--- config.mk ---
export PLATFORM = sky130hd
export DESIGN_NAME = data_mem_responder_flat
export DESIGN_NICKNAME = d
export VERILOG_FILES = /design/src/rtl/data_mem_responder_pkg.sv /design/src/rtl/data_mem_responder_if.sv /design/src/rtl/data_mem_responder_load_extend.sv /design/src/rtl/data_mem_responder.sv /design/src/flat_wrapper.sv
export SDC_FILE = /design/constraint.sdc
export NUM_CORES = 1
export LEC_CHECK = 0
export BUFFER_PORTS_ARGS = -buffer_cell sky130_fd_sc_hd__buf_2
export CAP_MARGIN = 0
export CORE_AREA = 2 2 133 135
export CTS_BUF_LIST = sky130_fd_sc_hd__clkbuf_8
export CTS_CLUSTER_DIAMETER = 80
export DETAILED_ROUTE_END_ITERATION = 12
export DIE_AREA = 0 0 135 137
export PLACE_DENSITY_LB_ADDON = 0.25
export SLEW_MARGIN = 10
export SYNTH_ARGS = -nofsm -noshare
export SYNTH_HDL_FRONTEND = slang
export SYNTH_SLANG_ARGS = --single-unit
--- constraint.sdc ---
create_clock -name CLK -period 2.2 [get_ports CLK]
set_clock_uncertainty 0.15 [all_clocks]
set_input_delay 0.55 -clock CLK [delete_from_list [all_inputs] [get_ports CLK]]
set_output_delay 0.55 -clock CLK [all_outputs]
set_load 0.01 [all_outputs]
--- src/rtl/data_mem_responder_pkg.sv ---
// rtl/data_mem_responder_pkg.sv - shared load/store encodings, responder states and request helpers
package data_mem_responder_pkg;

  localparam logic [6:0] OPC_LOAD  = 7'b0000011;
  localparam logic [6:0] OPC_STORE = 7'b0100011;

  localparam logic [2:0] OP_LB  = 3'b000;
  localparam logic [2:0] OP_LH  = 3'b001;
  localparam logic [2:0] OP_LW  = 3'b010;
  localparam logic [2:0] OP_LBU = 3'b100;
  localparam logic [2:0] OP_LHU = 3'b101;

  localparam logic [2:0] OP_SB = 3'b000;
  localparam logic [2:0] OP_SH = 3'b001;
  localparam logic [2:0] OP_SW = 3'b010;

  typedef enum logic [1:0] {IDLE, MEM, RESP} resp_state_e;

  function automatic logic req_error(input logic we, input logic [2:0] funct3,
                                     input logic [1:0] addr_lo);
    logic illegal;
    logic misaligned;
    if (we) illegal = !(funct3 inside {OP_SB, OP_SH, OP_SW});
    else    illegal = !(funct3 inside {OP_LB, OP_LH, OP_LW, OP_LBU, OP_LHU});
    misaligned = ((funct3[1:0] == 2'b01) && addr_lo[0]) ||
                 ((funct3[1:0] == 2'b10) && (addr_lo != 2'b00));
    return illegal || misaligned;
  endfunction

  function automatic logic [3:0] calc_be(input logic we, input logic [2:0] funct3,
                                         input logic [1:0] addr_lo);
    if (!we) return 4'b1111;
    case (funct3[1:0])
      2'b00:   return 4'b0001 << addr_lo;
      2'b01:   return 4'b0011 << addr_lo;
      default: return 4'b1111;
    endcase
  endfunction

  // Replicate narrow store data across lanes so the byte enables pick the right copy.
  function automatic logic [31:0] calc_wdata(input logic we, input logic [2:0] funct3,
                                             input logic [31:0] wdata);
    if (!we) return 32'h0;
    case (funct3[1:0])
      2'b00:   return {4{wdata[7:0]}};
      2'b01:   return {2{wdata[15:0]}};
      default: return wdata;
    endcase
  endfunction

endpackage

--- src/rtl/data_mem_responder_if.sv ---
// rtl/data_mem_responder_if.sv - request/response and data memory bus bundle
interface data_mem_responder_if #(
  parameter int XLEN = 32
);

  logic            req_valid;
  logic            req_ready;
  logic            req_we;
  logic [2:0]      req_funct3;
  logic [XLEN-1:0] req_addr;
  logic [XLEN-1:0] req_wdata;
  logic            resp_valid;
  logic            resp_ready;
  logic [XLEN-1:0] resp_rdata;
  logic            resp_err;
  logic            mem_req;
  logic            mem_we;
  logic [3:0]      mem_be;
  logic [XLEN-3:0] mem_addr;
  logic [XLEN-1:0] mem_wdata;
  logic [XLEN-1:0] mem_rdata;
  logic            mem_ack;

  modport slave (
    input  req_valid, req_we, req_funct3, req_addr, req_wdata, resp_ready, mem_rdata, mem_ack,
    output req_ready, resp_valid, resp_rdata, resp_err,
           mem_req, mem_we, mem_be, mem_addr, mem_wdata
  );

  modport master (
    output req_valid, req_we, req_funct3, req_addr, req_wdata, resp_ready, mem_rdata, mem_ack,
    input  req_ready, resp_valid, resp_rdata, resp_err,
           mem_req, mem_we, mem_be, mem_addr, mem_wdata
  );

endinterface

--- src/rtl/data_mem_responder_load_extend.sv ---
// rtl/data_mem_responder_load_extend.sv - selects the load lane and sign/zero-extends it
module data_mem_responder_load_extend
  import data_mem_responder_pkg::*;
#(
  parameter int XLEN = 32
) (
  input  logic [XLEN-1:0] i_word,
  input  logic [2:0]      i_funct3,
  input  logic [1:0]      i_addr_lo,
  output logic [XLEN-1:0] o_data
);

  logic [7:0]  w_byte;
  logic [15:0] w_half;

  always_comb begin
    w_byte = i_word[7:0];
    case (i_addr_lo)
      2'd1:    w_byte = i_word[15:8];
      2'd2:    w_byte = i_word[23:16];
      2'd3:    w_byte = i_word[31:24];
      default: w_byte = i_word[7:0];
    endcase
  end

  assign w_half = i_addr_lo[1] ? i_word[31:16] : i_word[15:0];

  always_comb begin
    o_data = i_word;
    case (i_funct3)
      OP_LB:   o_data = {{(XLEN-8){w_byte[7]}}, w_byte};
      OP_LBU:  o_data = {{(XLEN-8){1'b0}}, w_byte};
      OP_LH:   o_data = {{(XLEN-16){w_half[15]}}, w_half};
      OP_LHU:  o_data = {{(XLEN-16){1'b0}}, w_half};
      default: o_data = i_word;
    endcase
  end

endmodule

--- src/rtl/data_mem_responder.sv ---
// rtl/data_mem_responder.sv - accepts one load/store, drives the data memory, returns data or error
module data_mem_responder
  import data_mem_responder_pkg::*;
#(
  parameter int XLEN    = 32,
  parameter int TIMEOUT = 16
) (
  input logic                 CLK,
  input logic                 reset,
  data_mem_responder_if.slave bus
);

  localparam int            CW       = $clog2(TIMEOUT);
  localparam logic [CW-1:0] CNT_LAST = CW'(TIMEOUT - 1);

  resp_state_e     r_state;
  logic [CW-1:0]   r_cnt;
  logic            r_we;
  logic [2:0]      r_funct3;
  logic [1:0]      r_addr_lo;
  logic            r_mem_req;
  logic            r_mem_we;
  logic [3:0]      r_mem_be;
  logic [XLEN-3:0] r_mem_addr;
  logic [XLEN-1:0] r_mem_wdata;
  logic            r_resp_valid;
  logic            r_resp_err;
  logic [XLEN-1:0] r_resp_rdata;
  logic            w_req_err;
  logic [XLEN-1:0] w_load_data;

  assign w_req_err = req_error(bus.req_we, bus.req_funct3, bus.req_addr[1:0]);

  data_mem_responder_load_extend #(.XLEN(XLEN)) u_load_extend (
    .i_word    (bus.mem_rdata),
    .i_funct3  (r_funct3),
    .i_addr_lo (r_addr_lo),
    .o_data    (w_load_data)
  );

  assign bus.req_ready  = (r_state == IDLE);
  assign bus.resp_valid = r_resp_valid;
  assign bus.resp_err   = r_resp_err;
  assign bus.resp_rdata = r_resp_rdata;
  assign bus.mem_req    = r_mem_req;
  assign bus.mem_we     = r_mem_we;
  assign bus.mem_be     = r_mem_be;
  assign bus.mem_addr   = r_mem_addr;
  assign bus.mem_wdata  = r_mem_wdata;

  always_ff @(posedge CLK) begin
    if (reset) begin
      r_state      <= IDLE;
      r_cnt        <= '0;
      r_we         <= 1'b0;
      r_funct3     <= 3'b000;
      r_addr_lo    <= 2'b00;
      r_mem_req    <= 1'b0;
      r_mem_we     <= 1'b0;
      r_mem_be     <= 4'b0000;
      r_mem_addr   <= '0;
      r_mem_wdata  <= '0;
      r_resp_valid <= 1'b0;
      r_resp_err   <= 1'b0;
      r_resp_rdata <= '0;
    end else begin
      case (r_state)
        IDLE: begin
          if (bus.req_valid) begin
            r_we        <= bus.req_we;
            r_funct3    <= bus.req_funct3;
            r_addr_lo   <= bus.req_addr[1:0];
            r_mem_we    <= bus.req_we;
            r_mem_be    <= calc_be(bus.req_we, bus.req_funct3, bus.req_addr[1:0]);
            r_mem_addr  <= bus.req_addr[XLEN-1:2];
            r_mem_wdata <= calc_wdata(bus.req_we, bus.req_funct3, bus.req_wdata);
            if (w_req_err) begin
              r_state      <= RESP;
              r_resp_valid <= 1'b1;
              r_resp_err   <= 1'b1;
              r_resp_rdata <= '0;
            end else begin
              r_state   <= MEM;
              r_mem_req <= 1'b1;
            end
          end
        end
        MEM: begin
          // An ack in the final counted cycle still completes normally.
          if (bus.mem_ack) begin
            r_state      <= RESP;
            r_mem_req    <= 1'b0;
            r_cnt        <= '0;
            r_resp_valid <= 1'b1;
            r_resp_err   <= 1'b0;
            r_resp_rdata <= r_we ? '0 : w_load_data;
          end else if (r_cnt == CNT_LAST) begin
            r_state      <= RESP;
            r_mem_req    <= 1'b0;
            r_cnt        <= '0;
            r_resp_valid <= 1'b1;
            r_resp_err   <= 1'b1;
            r_resp_rdata <= '0;
          end else begin
            r_cnt <= r_cnt + 1'b1;
          end
        end
        RESP: begin
          if (bus.resp_ready) begin
            r_state      <= IDLE;
            r_resp_valid <= 1'b0;
            r_resp_err   <= 1'b0;
            r_resp_rdata <= '0;
          end
        end
        default: r_state <= IDLE;
      endcase
    end
  end

endmodule
--- src/flat_wrapper.sv ---
// flat-port wrapper written by rule: the top's interface ports become plain ports
module data_mem_responder_flat import data_mem_responder_pkg::*;
#(
  parameter int XLEN    = 32,
  parameter int TIMEOUT = 16
)
  (CLK, reset, bus_req_valid, bus_req_we, bus_req_funct3, bus_req_addr, bus_req_wdata, bus_resp_ready, bus_mem_rdata, bus_mem_ack, bus_req_ready, bus_resp_valid, bus_resp_rdata, bus_resp_err, bus_mem_req, bus_mem_we, bus_mem_be, bus_mem_addr, bus_mem_wdata);
  data_mem_responder_if #(.XLEN(XLEN)) bus_i ();
  input logic CLK;
  input logic reset;
  input wire logic [$bits(bus_i.req_valid)-1:0] bus_req_valid;
  input wire logic [$bits(bus_i.req_we)-1:0] bus_req_we;
  input wire logic [$bits(bus_i.req_funct3)-1:0] bus_req_funct3;
  input wire logic [$bits(bus_i.req_addr)-1:0] bus_req_addr;
  input wire logic [$bits(bus_i.req_wdata)-1:0] bus_req_wdata;
  input wire logic [$bits(bus_i.resp_ready)-1:0] bus_resp_ready;
  input wire logic [$bits(bus_i.mem_rdata)-1:0] bus_mem_rdata;
  input wire logic [$bits(bus_i.mem_ack)-1:0] bus_mem_ack;
  output wire logic [$bits(bus_i.req_ready)-1:0] bus_req_ready;
  output wire logic [$bits(bus_i.resp_valid)-1:0] bus_resp_valid;
  output wire logic [$bits(bus_i.resp_rdata)-1:0] bus_resp_rdata;
  output wire logic [$bits(bus_i.resp_err)-1:0] bus_resp_err;
  output wire logic [$bits(bus_i.mem_req)-1:0] bus_mem_req;
  output wire logic [$bits(bus_i.mem_we)-1:0] bus_mem_we;
  output wire logic [$bits(bus_i.mem_be)-1:0] bus_mem_be;
  output wire logic [$bits(bus_i.mem_addr)-1:0] bus_mem_addr;
  output wire logic [$bits(bus_i.mem_wdata)-1:0] bus_mem_wdata;
  assign bus_i.req_valid = bus_req_valid;
  assign bus_i.req_we = bus_req_we;
  assign bus_i.req_funct3 = bus_req_funct3;
  assign bus_i.req_addr = bus_req_addr;
  assign bus_i.req_wdata = bus_req_wdata;
  assign bus_i.resp_ready = bus_resp_ready;
  assign bus_i.mem_rdata = bus_mem_rdata;
  assign bus_i.mem_ack = bus_mem_ack;
  assign bus_req_ready = bus_i.req_ready;
  assign bus_resp_valid = bus_i.resp_valid;
  assign bus_resp_rdata = bus_i.resp_rdata;
  assign bus_resp_err = bus_i.resp_err;
  assign bus_mem_req = bus_i.mem_req;
  assign bus_mem_we = bus_i.mem_we;
  assign bus_mem_be = bus_i.mem_be;
  assign bus_mem_addr = bus_i.mem_addr;
  assign bus_mem_wdata = bus_i.mem_wdata;
  data_mem_responder #(.XLEN(XLEN), .TIMEOUT(TIMEOUT)) u_core (.CLK(CLK), .reset(reset), .bus(bus_i));
endmodule
==> run metrics, run 1 <==
Tot Pwr=5.12 mW; sw frac=31.1%; CP top delay family=compound AO/OA/AOI/OAI gates; clock sinks=113; via count=4,864; Via density=4.80; PostCTS Resize Cnt=0; Slew Limit Fails=0; count leader, synth=dfxtp_1; Worst Tran Pin Value=658 ps; min Tclk post-route=2040 ps; Crit path arrival time=2210 ps; Post-Syn Instances=566; share of post-route cells with drive strength above 1=37.0%; synth unique cells=42; final WL=16,000 um; largest cells by area after synthesis=dfxtp_1 (45%), nand2_1 (7.4%), mux2i_1 (6.4%); P_int=3.52 mW; Rows=48; core area=17,100 um^2; Final nets=884; Leak Pwr=3.20 nW; antenna violations before repair=3; die footprint=18,500 um^2; sequential share of power=43.7%; TritonCTS clock tree=yes; CP endpoint kind=flip-flop; final setup fails=0; Max IR drop VDD=0.000337 V; CP max FO=16; vias in the first global route=4,707; # DRC=0; Root Buffer=clkbuf_8; Post-Synthesis Mean Instance Area=8.91 um^2; die height=137 um; unrepaired setup endpoints after global routing=false; ys async rst share=0%; Placer Congestion=0.744; PortBufs=207; top cell type's share of synthesized area=44.9%; Area Overhead vs Synth=34.2%; final count of hold timing violations=0; Yosys reg bits=113; Comb pwr share=21.8%; clock power share=34.5%; Placed Cells=981; CTS Hold Buffers Added=0; IO Pins=208; Worst path slowest cell=dfxtp_1; CP startpoint kind=flip-flop; CP Data Required Time=2370 ps; normalized max-slew margin=56.1%; clock buffer depth=2; most instantiated cells after synthesis=dfxtp_1 (113), nand2_1 (100), a21oi_1 (56); # Max-Cap Violations=0; TritonCTS Buffers=17; syn nets=675; drt initial violations=239; Synth Area in Compound Gates=24.4%; power density over the cells=756 nW/um^2; critical setup path kind=reg -> reg; setup TNS=0 ps; Peak Freq=490 MHz; CP peak stage delay=370 ps; cell taking the most area after synthesis=dfxtp_1; WP buf/inv=1; DPL Wire Length=11,300 um; First-pass DRT Iterations=7; die width=135 um; drt wl/cell=15.8 um; Tcrit/Tclk final=92.7%; pin count of the biggest net entering global routing=60; Synth Area in Adders=0.992%; clock slew seen by the registers of the worst setup and hold paths=70 ps; sequential share of the synthesized area=44.9%; worst-skew pair later-pin latency=430 ps; Overflow after GRT=0; simple logic cell fraction of the synthesized area=14.6%; Ys Warns=0; starting density of the core=29.6%; Post-synth EDFFs=0; mux share of post-synthesis cell area=10.4%; HP Class=in -> reg; status=complete, no violations; Non-Filler Instances=1,013; Netlist Area Pre-Place=5040 um^2; Tot GR Track Use=17.2%; antenna-violating nets left=0; P_sw=1.59 mW; main flop type after synthesis=dfxtp_1; Cell Chain, Critical Path=inv_1, ha_1, and2_2, a32o_2, o2111a_4, a22o_1; XOR/XNOR Fraction of Synth Area=0%; first-pass GRT wire length=25,100 um; htree depth=4; post-CTS setup buffer count=0; main combinational cell family by area after synthesis=compound AO/OA/AOI/OAI gates
==> cells in the final DEF (no fill, tap or decap), types with 2 or more instances in the layout <==
cell and instances:
nand3_1 10, nand3b_1 2, clkinvlp_4 3, nor2_1 31
buf_2 207, o221ai_1 9, buf_12 3, inv_1 10
nand2b_1 5, clkbuf_8 18, and3_1 4, clkinv_2 6
a21oi_1 56, a22o_1 23, a22oi_1 25, dfxtp_1 113
ha_1 4, nor2b_1 9, a21o_1 17, o21ai_0 16
a221oi_1 7, mux2i_1 32, a311oi_1 2, o2bb2ai_1 9
buf_4 27, mux2_2 16, and2_1 2, nand2_1 99
a211oi_1 2
==> worst reg2reg max path: cells and delay by family, from the launching register on <==
| kind | cells | cell delay [ps] |
|---|---|---|
| AND/OR/NAND/NOR | 1 | 210 |
| AO/OA/AOI/OAI | 3 | 850 |
| buffers and inverters | 1 | 80 |
| adder cells (fa/ha/maj) | 1 | 280 |
| flip-flops | 1 | 370 |
==> routing by layer <==
| metal | vias to the layer above | track usage [%] | part of all wire, % |
|---|---|---|---|
| li1 | 2451 | - | - |
| met4 | 4 | 5.84 | 1.5 |
| met3 | 16 | 7.00 | 8.1 |
| met2 | 155 | 27.1 | 45 |
| met1 | 2238 | 21.5 | 45 |
| met5 | - | 0 | 0.21 |
==> registers in the layout, summed over array words and instances (netlist names) <==
| name | count |
|---|---|
| u_core.r_cnt | 4 |
| u_core.r_funct3 | 3 |
| u_core.bus.resp_err | 1 |
| u_core.r_state | 2 |
| u_core.bus.mem_addr | 30 |
| u_core.bus.resp_rdata | 32 |
| u_core.r_addr_lo | 2 |
| u_core.bus.mem_wdata | 32 |
| u_core.bus.resp_valid | 1 |
| u_core.bus.mem_we | 1 |
| u_core.bus.mem_be | 4 |
| u_core.bus.mem_req | 1 |
==> per-stage QoR <==
step / hold slack (ps) / setup WS (ps) / util (%) / instance area (um^2)
after floorplan: 287 / -8.06 / - / 5040
after global routing: 170 / 5.38 / 39.7 / 6770
after detailed placement: 290 / -193 / 37.6 / 6410
after global placement: 288 / -169 / 37.6 / 6410
after CTS: 162 / 73.0 / 39.6 / 6760
final: 194 / 160 / 39.7 / 6770
==> worst paths after layout <==
path                                                               end                            startpoint  cells after the start  slack [ps]
worst max-delay path            u_core.bus.resp_rdata[24]$_SDFFE_PP0P_        u_core.r_state[0]$_SDFFE_PP0P_                      6         160
worst min-delay path              u_core.bus.mem_addr[24]$_SDFFE_PP0P_                      bus_req_addr[26]                      3         190
worst max register to register  u_core.bus.resp_rdata[24]$_SDFFE_PP0P_        u_core.r_state[0]$_SDFFE_PP0P_                      6         160
worst min register to register    u_core.bus.mem_wdata[7]$_SDFFE_PP0P_  u_core.bus.mem_wdata[7]$_SDFFE_PP0P_                      2         300
==> area by class of cell <==
class                      instances  area [um^2]
clock inverter                    13         98.8
inverter                           8         30.0
multi-input combinational        398         2550
timing repair buffer             237         1300
fill                            1824        10300
antenna                            1         2.50
clock buffer                      18          248
tap                              225          282
sequential                       113         2260
==> kinds of logic (layout without fill, tap and decap cells) <==
family / count (synthesis) / after routing
AO/OA/AOI/OAI: 175 / 175
AND/OR/NAND/NOR: 170 / 170
flip-flops: 113 / 113
buffers and inverters: 55 / 276
multiplexers: 49 / 49
adder cells (fa/ha/maj): 4 / 4
other: 0 / 1
==> power by group through the flow <==
stage / clock (mW) / sequential [mW] / combinational (mW)
after floorplan: 0 / 2.32 / 0.633
after global placement: 0 / 2.28 / 1.11
after detailed placement: 0 / 2.28 / 1.11
after CTS: 1.84 / 2.24 / 1.12
after global routing: 1.91 / 2.25 / 1.23
final: 1.77 / 2.23 / 1.11
No activity file was read; power rests on OpenSTA's default activity.
==> run 2, diff against run 1 <==
clock period = 2.3 ns   (was 2.2 ns; I/O delays follow)
==> run 2 against run 1 <==
Effect of this change:
- wire length decreased by 3.8%
- core utilization increased by 0.10 points
- clock-buffer cell count rose by 1
- hold slack better by 31 ps
- sequential power decreased by 4%
- via count shrank 1.3%
- critical endpoint is now u_core.bus.resp_rdata[5]$_SDFFE_PP0P_
==> run metrics, run 2 (synthesized netlist as in run 1, its figures left out) <==
First-pass DRT Iterations=4 (-3); critical setup path kind=reg -> reg; Register-to-Register Setup Slack=160 ps (about the same); final setup fails=0 (unchanged); Min-Delay Path Depth=3 (unchanged); die width=135 um (unchanged); most common cell after layout, fill and taps aside=buf_2; FF-to-FF Start=u_core.r_state[0]$_SDFFE_PP0P_; min Tclk post-route=2140 ps (+104 ps); Rows=48 (unchanged); # DRC=0 (unchanged); most frequent cells in the layout=buf_2 (207), dfxtp_1 (113), nand2_1 (99); Area Overhead vs Synth=34.6%; DPL Wire Length=10,900 um (-3.6%); PortBufs=207 (unchanged); Crit path arrival time=2360 ps (+150 ps); WL met1=6850 um (-5.2%); Tot GR Track Use=16.8% (-0.46 points); CP top delay family=simple AND/OR/NAND/NOR gates; IO Pins=208 (unchanged); Max IR drop VDD=0.000346 V (+2.6%); htree depth=4 (unchanged); number of fillers in the final layout=1,772 (-2.9%); CP startpoint kind=flip-flop; # Max-Cap Violations=0 (unchanged); worst min-delay path startpoint=bus_req_addr[27]; Tot Pwr=5.12 mW (+0.13%); final setup margin=156 ps (-3.68 ps); Final nets=878 (-0.68%); starting density of the core=29.6% (unchanged); worst-skew pair later-pin latency=430 ps (about the same); pin count of the biggest net entering global routing=77 (+28%); WL met2=7060 um (-2.4%); antenna violations before repair=1 (-2); HP Class=in -> reg; met3 routed WL=1250 um (-4.4%); post-CTS setup buffer count=0 (unchanged); die footprint=18,500 um^2 (unchanged); Final Cell Area=6790 um^2 (+0.26%); Peak Freq=467 MHz (-4.8%); drt wl/cell=15.3 um (-3.3%); Worst R2R Path Depth=7 (+1); Crit path depth=7 (+1); clock sinks=113 (unchanged); vias in the first global route=4,640 (-1.4%); PostCTS Resize Cnt=0 (unchanged); CP peak stage delay=390 ps (+20 ps); Non-Filler Instances=1,008 (-0.49%); dpl ws=-118 ps (+75.6 ps); Leak Pwr=3.19 nW (-0.12%); core area=17,100 um^2 (unchanged); Worst path slowest cell=a32o_1; TritonCTS clock tree=yes; power density over the cells=755 nW/um^2 (-0.13%); final count of hold timing violations=0 (unchanged); CP Data Required Time=2510 ps (+140 ps); Max Used Layer=met4; clock buffer depth=2 (unchanged); drt initial violations=282 (+18%); antenna-violating nets left=0 (unchanged); first-pass GRT wire length=24,200 um (-3.4%); normalized max-slew margin=49.9% (-6.2 points); die height=137 um (unchanged); Worst Tran Pin Value=751 ps (+92.6 ps); worst setup path startpoint=u_core.r_state[0]$_SDFFE_PP0P_; TritonCTS Buffers=17 (unchanged); CTS Hold Buffers Added=0 (unchanged); share of post-route cells with drive strength above 1=36.7% (-0.28 points); Cell Chain, Critical Path=inv_1, ha_1, and2_2, a32o_1, buf_4, nand2_2, mux2i_1; Root Buffer=clkbuf_8; Slew Limit Fails=0 (unchanged); Tcrit/Tclk final=93.2% (+0.48 points); CP max FO=8 (-8); Final Hold Slack=225 ps (+30.9 ps); unrepaired setup endpoints after global routing=false; Placed Cells=975 (-0.61%); Post-Place Cell Area=6370 um^2 (-0.70%); WP buf/inv=2 (+1); CP endpoint kind=flip-flop; final WL=15,400 um (-3.8%); status=complete, no violations; clock slew seen by the registers of the worst setup and hold paths=70 ps (about the same); Overflow after GRT=0 (unchanged); Via density=4.76 (-0.78%); via count=4,802 (-1.3%); Placer Congestion=0.768 (+3.3%)
run 2: tightest hold or removal path: cells and delay by family:
family | cells | cell delay [ps]
AOI/OAI and AO/OA | 1 | 50
buffers and inverters | 1 | 90
and+or+nand+nor | 1 | 40
run 2: layer usage:
layer | vias up | global-route usage (%)
met5 | - | 0
met4 | 0 | 5.84
met3 | 15 | 6.48
met2 | 165 | 26.1
met1 | 2185 | 21.2
li1 | 2437 | -
run 2: final timing paths:
kind	end
min	u_core.bus.mem_addr[25]$_SDFFE_PP0P_
min reg2reg	u_core.bus.mem_wdata[4]$_SDFFE_PP0P_
max	u_core.bus.resp_rdata[5]$_SDFFE_PP0P_
max reg2reg	u_core.bus.resp_rdata[5]$_SDFFE_PP0P_
run 2: power breakdown:
part           internal (mW)  total, mW  switching, mW  leakage (nW)
clock network           1.11       1.93          0.822         0.215
logic                  0.437       1.05          0.617          2.06
registers               2.07       2.14         0.0629         0.920
run 2: cell type report:
class,instances,area (um^2),area share (%)
clock inverters,13,145,2.14
inverters,8,30.0,0.442
clock buffers,19,262,3.85
repair buffers,231,1250,18.5
flip-flops and latches,113,2260,33.3
diodes,1,2.50,0.0369
multi-input cells,398,2550,37.6
well taps,225,282,4.15
run 2: stage by stage:
step | setup TNS, ps | utilization, %
after global placement | -1650 | 37.3
after CTS | 0 | 39.7
after detailed placement | -1950 | 37.3
final | 0 | 39.8
after floorplan | 0 | -
after global routing | 0 | 39.8
